<file path="src/rtl/serbus_pkg.sv">
// Shared constants for the serial bus transmitter: FSM encodings, the
// symbol/quarter structure of a frame, and the bus levels each quarter drives.
package serbus_pkg;

   localparam int unsigned QCYC_DEFAULT = 2;
   localparam int unsigned NUM_QUARTERS = 4;
   localparam int unsigned NUM_SYMBOLS  = 6;

   localparam logic [2:0] ST_IDLE  = 3'd0;
   localparam logic [2:0] ST_START = 3'd1;
   localparam logic [2:0] ST_BIT3  = 3'd2;
   localparam logic [2:0] ST_BIT2  = 3'd3;
   localparam logic [2:0] ST_BIT1  = 3'd4;
   localparam logic [2:0] ST_BIT0  = 3'd5;
   localparam logic [2:0] ST_STOP  = 3'd6;

   localparam logic [1:0] PHASE_LAST = 2'(NUM_QUARTERS - 1);

   // Bus levels {scl, sda} for a given symbol state and quarter phase.
   // bitVal is the data bit carried by a BITn symbol and is ignored elsewhere.
   function automatic logic [1:0] busLevels(input logic [2:0] state,
                                            input logic [1:0] phase,
                                            input logic       bitVal);
      logic [1:0] levels;
      levels = 2'b11;
      case (state)
         ST_START: begin
            if (phase == 2'd0)      levels = 2'b11;
            else if (phase == 2'd1) levels = 2'b10;
            else                    levels = 2'b00;
         end
         ST_BIT3, ST_BIT2, ST_BIT1, ST_BIT0: begin
            levels = {phase[1], bitVal};
         end
         ST_STOP: begin
            if (phase == 2'd2)      levels = 2'b10;
            else if (phase == 2'd3) levels = 2'b11;
            else                    levels = 2'b00;
         end
         default: levels = 2'b11;
      endcase
      return levels;
   endfunction

endpackage

</file>
<file path="src/rtl/qtick_gen.sv">
// Quarter-bit tick generator: pulses tick_o for one cycle every QCYC cycles,
// counting from zero as soon as rst_i is released.
module qtick_gen
   import serbus_pkg::*;
#(
   parameter int unsigned QCYC = QCYC_DEFAULT
) (
   input  logic clk_i,
   input  logic rst_i,
   output logic tick_o
);

   localparam logic [7:0] LAST = 8'(QCYC - 1);

   logic [7:0] count_q;
   logic [7:0] count_d;

   // Next count wraps on the last cycle of each quarter.
   always_comb begin
      count_d = count_q + 8'd1;
      if (count_q == LAST) begin
         count_d = 8'd0;
      end
   end

   // Counter register, held at zero while the transmitter is idle or in reset.
   always_ff @(posedge clk_i) begin
      if (rst_i) begin
         count_q <= 8'd0;
      end else begin
         count_q <= count_d;
      end
   end

   assign tick_o = (count_q == LAST) && !rst_i;

endmodule

</file>
<file path="src/rtl/ptosda.sv">
// Parallel-to-serial transmitter: sends a 4-bit frame MSB first as
// START, BIT3..BIT0, STOP symbols of four quarters each on a registered scl/sda pair.
module ptosda
   import serbus_pkg::*;
#(
   parameter int unsigned QCYC = QCYC_DEFAULT
) (
   input  logic       clk,
   input  logic       rst,
   input  logic       valid,
   input  logic [3:0] data,
   output logic       ready,
   output logic       done,
   output logic       scl,
   output logic       sda
);

   logic [2:0] state_q, state_d;
   logic [1:0] phase_q, phase_d;
   logic [3:0] shift_q, shift_d;
   logic       scl_q, scl_d;
   logic       sda_q, sda_d;
   logic       done_q, done_d;
   logic       quarterTick;
   logic       tickRst;

   assign tickRst = rst || (state_q == ST_IDLE);

   qtick_gen #(
      .QCYC(QCYC)
   ) uQtick (
      .clk_i (clk),
      .rst_i (tickRst),
      .tick_o(quarterTick)
   );

   // Next-state logic: accept in IDLE, advance phase on each quarter tick and
   // the symbol on the phase wrap; bus levels are derived from the next state
   // so they change on the very edge that enters a quarter.
   always_comb begin
      state_d = state_q;
      phase_d = phase_q;
      shift_d = shift_q;
      done_d  = 1'b0;
      if (state_q == ST_IDLE) begin
         if (valid) begin
            state_d = ST_START;
            phase_d = 2'd0;
            shift_d = data;
         end
      end else if (quarterTick) begin
         if (phase_q == PHASE_LAST) begin
            phase_d = 2'd0;
            case (state_q)
               ST_START: state_d = ST_BIT3;
               ST_BIT3: begin
                  state_d = ST_BIT2;
                  shift_d = {shift_q[2:0], 1'b0};
               end
               ST_BIT2: begin
                  state_d = ST_BIT1;
                  shift_d = {shift_q[2:0], 1'b0};
               end
               ST_BIT1: begin
                  state_d = ST_BIT0;
                  shift_d = {shift_q[2:0], 1'b0};
               end
               ST_BIT0: state_d = ST_STOP;
               ST_STOP: begin
                  state_d = ST_IDLE;
                  done_d  = 1'b1;
               end
               default: state_d = ST_IDLE;
            endcase
         end else begin
            phase_d = phase_q + 2'd1;
         end
      end
      {scl_d, sda_d} = busLevels(state_d, phase_d, shift_d[3]);
   end

   // State and bus registers; reset aborts any frame and releases the bus high.
   always_ff @(posedge clk) begin
      if (rst) begin
         state_q <= ST_IDLE;
         phase_q <= 2'd0;
         shift_q <= 4'd0;
         scl_q   <= 1'b1;
         sda_q   <= 1'b1;
         done_q  <= 1'b0;
      end else begin
         state_q <= state_d;
         phase_q <= phase_d;
         shift_q <= shift_d;
         scl_q   <= scl_d;
         sda_q   <= sda_d;
         done_q  <= done_d;
      end
   end

   assign ready = (state_q == ST_IDLE);
   assign done  = done_q;
   assign scl   = scl_q;
   assign sda   = sda_q;

endmodule

</file>
<file path="config.mk">
export PLATFORM = sky130hd
export DESIGN_NAME = ptosda
export DESIGN_NICKNAME = d
export VERILOG_FILES = /design/src/rtl/serbus_pkg.sv /design/src/rtl/qtick_gen.sv /design/src/rtl/ptosda.sv
export SDC_FILE = /design/constraint.sdc
export NUM_CORES = 1
export LEC_CHECK = 0
export BUFFER_PORTS_ARGS = -buffer_cell sky130_fd_sc_hd__buf_2
export CORE_UTILIZATION = 30
export DETAILED_ROUTE_END_ITERATION = 8
export GPL_TIMING_DRIVEN = 1
export HOLD_SLACK_MARGIN = 0.06
export PLACE_DENSITY = 0.57
export SLEW_MARGIN = 30
export SYNTH_ARGS = -nofsm -noshare
export SYNTH_HDL_FRONTEND = slang
export SYNTH_HIERARCHICAL = 1
export SYNTH_SLANG_ARGS = --single-unit
</file>
<file path="constraint.sdc">
create_clock -name clk -period 2.9 [get_ports clk]
set_input_delay 0.58 -clock clk [delete_from_list [all_inputs] [get_ports clk]]
set_output_delay 0.58 -clock clk [all_outputs]
set_load 0.005 [all_outputs]
</file>
==> impl_metrics.py <==
metrics = {
    "outcome": {
        "status": "finished clean",
    },
    "setup_path": {
        "critPathMaxStageDelay_ns": 0.51,
        "startpoint_type": "flop",
        "crit_start": "state_q[0]$_SDFF_PP0_",
        "crit_chain": "inv_1, nand3_1, inv_2, nor2_2, inv_1, nor2_1, nand2_2, buf_4, nand2_8, nor3_2, or4_1, or4_1",
        "rrSetupSlack_ns": 0.23,
        "critPathTopFamily": "simple AND/OR/NAND/NOR gates",
        "critPathBufInv": 4,
        "path_class": "reg -> reg",
        "worstPathRequired_ns": 3.04,
        "endpoint_kind": "flop",
        "cp_max_fo": 8,
        "r2r_cells": 12,
        "slowest_stage": "or4_1",
        "worst-path-stages": 12,
        "reg2reg_to": "sda$_SDFF_PP1_",
        "r2r_start": "state_q[0]$_SDFF_PP0_",
        "critPathArrivalTime_ns": 2.81,
        "cp-endpoint": "sda$_SDFF_PP1_",
    },
    "logic_synthesis": {
        "ys_async_sr_fraction_pct": 0,
        "syn_nets": 153,
        "yosysUniqueCellTypes": 47,
        "seq_area_frac_synth_pct": 33.8,
        "synth_edf_count": 0,
        "syn_inst": 142,
        "synth_flop_cell": "dfxtp_1",
        "synth_seq_cells": 20,
        "avgSynthCellArea_um2": 8.34,
        "mappedNetlistArea_um2": 1180,
        "ys_warn_count": 6,
    },
    "sta": {
        "fmax_ghz": 0.375,
        "finClkSkew_ns": 0.00177,
        "finalCritPeriodShare_pct": 92.0,
        "slew_headroom_pct": 65.4,
        "worstMarginPinSlew_ns": 0.514,
        "fin_setup_tns_ns": 0,
        "slew_viol_final": 0,
        "setup_violations": 0,
        "timing.hold.ws_ns": 0.461,
        "hold_violations": 0,
        "rsz0062_at_grt": "false",
        "period_minus_slack_ns": 2.67,
    },
    "cts": {
        "cts-root-buf": "clkbuf_8",
        "clockBufferDepth": 2,
        "cts_max_level": 1,
        "numClockSinks": 20,
        "cts_tree": "built",
        "postCtsHoldBufs": 0,
        "clk_pin_slew_ns": 0.07,
        "clkLatencyLatePin_ns": 0.26,
        "cts_buffers": 3,
    },
    "route": {
        "wirelength_mm": 2.78,
        "via_count": 1105,
        "vias_per_cell": 5.39,
        "drt-met1-wl_mm": 1.21,
        "routedWlPerCell_um": 13.6,
        "drt_iter0_markers": 95,
        "met2_length_mm": 1.40,
        "wl_met3_um": 131,
        "firstDrtPassIters": 4,
        "antenna_left": 0,
        "post-route-drc-count": 0,
        "top_layer": "met4",
    },
    "floorplan": {
        "chipHeight_um": 64.8,
        "start_util_pct": 31.9,
        "dieArea_um2": 4200,
        "core_um2": 3720,
        "rows": 22,
        "boundaryPins": 11,
        "fp.dieW_um": 64.8,
    },
    "global_route": {
        "antenna_found_initial": 0,
        "grt_pass1_wl_mm": 4.71,
        "grt_max_degree": 15,
        "grtUsageTotal_pct": 14.6,
        "grt_pass1_vias": 1094,
        "grt_overflow": 0,
    },
    "worst_hold_path": {
        "min_path_type": "reg -> reg",
    },
    "power": {
        "p_leak_uw": 0.000467,
        "power.density_nw_per_um2": 451,
        "peakVddDrop_mv": 0.226,
    },
    "layout": {
        "drive_gt1_share_pct": 22.9,
        "area_growth_pct": 16.1,
        "antenna_cells": 0,
        "nNetsFinal": 169,
    },
    "place": {
        "place.gp.congestion": 0.861,
        "hpwl_mm": 2.04,
        "io_buffer_count": 10,
    },
    "job": {
        "max-cap-violations": 0,
    },
}
flip-flops by register name (all words and copies together) (netlist names):
name,cells
done,1
phase_q,2
sda,1
scl,1
shift_q,4
state_q,3
uQtick/count_q,8
per-stage QoR:
stage | utilization [%] | cells | area, um2 | power [uW] | setup WS (ns)
4_1_cts | 36.6 | 205 | 1360 | 631 | 0.123
2_1_floorplan | - | 142 | 1180 | 328 | 0.166
5_1_grt | 37.0 | 205 | 1380 | 643 | 0.0105
3_5_place_dp | 34.7 | 201 | 1290 | 344 | 0.137
6_report | 37.0 | 205 | 1380 | 620 | 0.232
3_3_place_gp | 34.7 | 201 | 1290 | 343 | 0.258
routing by layer:
layer | global-route usage, % | vias up
met4 | 6.39 | 0
met5 | 0 | -
met3 | 4.05 | 5
met1 | 16.5 | 523
li1 | - | 554
met2 | 25.1 | 23
Yosys cell counts, types with 3 or more instances:
cell type | number | share of area [%]
nor3_1 | 4 | 1.7
nor2_1 | 14 | 4.4
nand3_1 | 6 | 2.5
ha_1 | 4 | 4.2
nor3b_1 | 3 | 1.9
inv_1 | 5 | 1.6
nand2_1 | 10 | 3.2
dfxtp_1 | 20 | 34
a21oi_1 | 7 | 3.0
or3_1 | 3 | 1.6
o21ai_0 | 13 | 5.5
nor2b_1 | 3 | 1.6
nor4_1 | 4 | 2.1
how the worst min path moves through the flow:
stage | from | to | slack (ns) | cells past startpoint
after CTS | shift_q[1]$_SDFFE_PP0P_ | shift_q[1]$_SDFFE_PP0P_ | 0.46 | 2
after global routing | shift_q[2]$_SDFFE_PP0P_ | shift_q[2]$_SDFFE_PP0P_ | 0.47 | 2
after global placement | shift_q[1]$_SDFFE_PP0P_ | shift_q[1]$_SDFFE_PP0P_ | 0.45 | 2
after detailed placement | shift_q[1]$_SDFFE_PP0P_ | shift_q[1]$_SDFFE_PP0P_ | 0.45 | 2
final | shift_q[1]$_SDFFE_PP0P_ | shift_q[1]$_SDFFE_PP0P_ | 0.46 | 2
after floorplan | shift_q[1]$_SDFFE_PP0P_ | shift_q[1]$_SDFFE_PP0P_ | 0.43 | 2
worst min-delay path, stage by stage, from the launching register on:
cell	delay [ns]
dfxtp_1	0.31
nand2_1	0.05
a21oi_1	0.05
repair_timing:
action	4_1_cts	5_1_grt
setup endpoints to repair	0	2
setup buffers	0	0
resized for setup	0	4
placed cells by master, fill, tap and decap left out, types with 2 or more instances in the layout:
master and count:
dfxtp_1 20, nor2_1 13, o21ai_0 13, nand2_1 10
buf_2 10, a21oi_1 7, buf_4 7, nand3_1 6
inv_1 5, nor4_1 4, nor3_1 4, ha_1 4
nor2b_1 3, nor3b_1 3, clkbuf_8 3, or3_1 3
inv_2 2, a32oi_1 2, and2_1 2, o21a_1 2
a22oi_1 2, a41oi_1 2, nand4_1 2, or4_1 2
xnor2_1 2
where the power goes:
group          switching (uW)  internal [uW]
Clock                    96.3            184
Sequential               3.94            282
Combinational            32.1           21.8
Total                     132            488
cell families after synthesis:
logic type               count (synthesis)  synth area share [%]
AND/OR/NAND/NOR                         60                  28.0
XOR/XNOR                                 3                  2.22
AO/OA/AOI/OAI                           41                  23.7
multiplexers                             1                 0.950
adder cells (fa/ha/maj)                  4                  4.22
buffers and inverters                   13                  7.18
flip-flops                              20                  33.8
area by class of cell:
class	instances	area [um2]
multi-input cells	109	714
clock buffers	3	41.3
inverters	7	26.3
flip-flops and latches	20	400
repair buffers	17	103
clock inverters	1	30.0
well taps	48	60.1
fillers	400	2340
(Power assumes the default switching activity.)
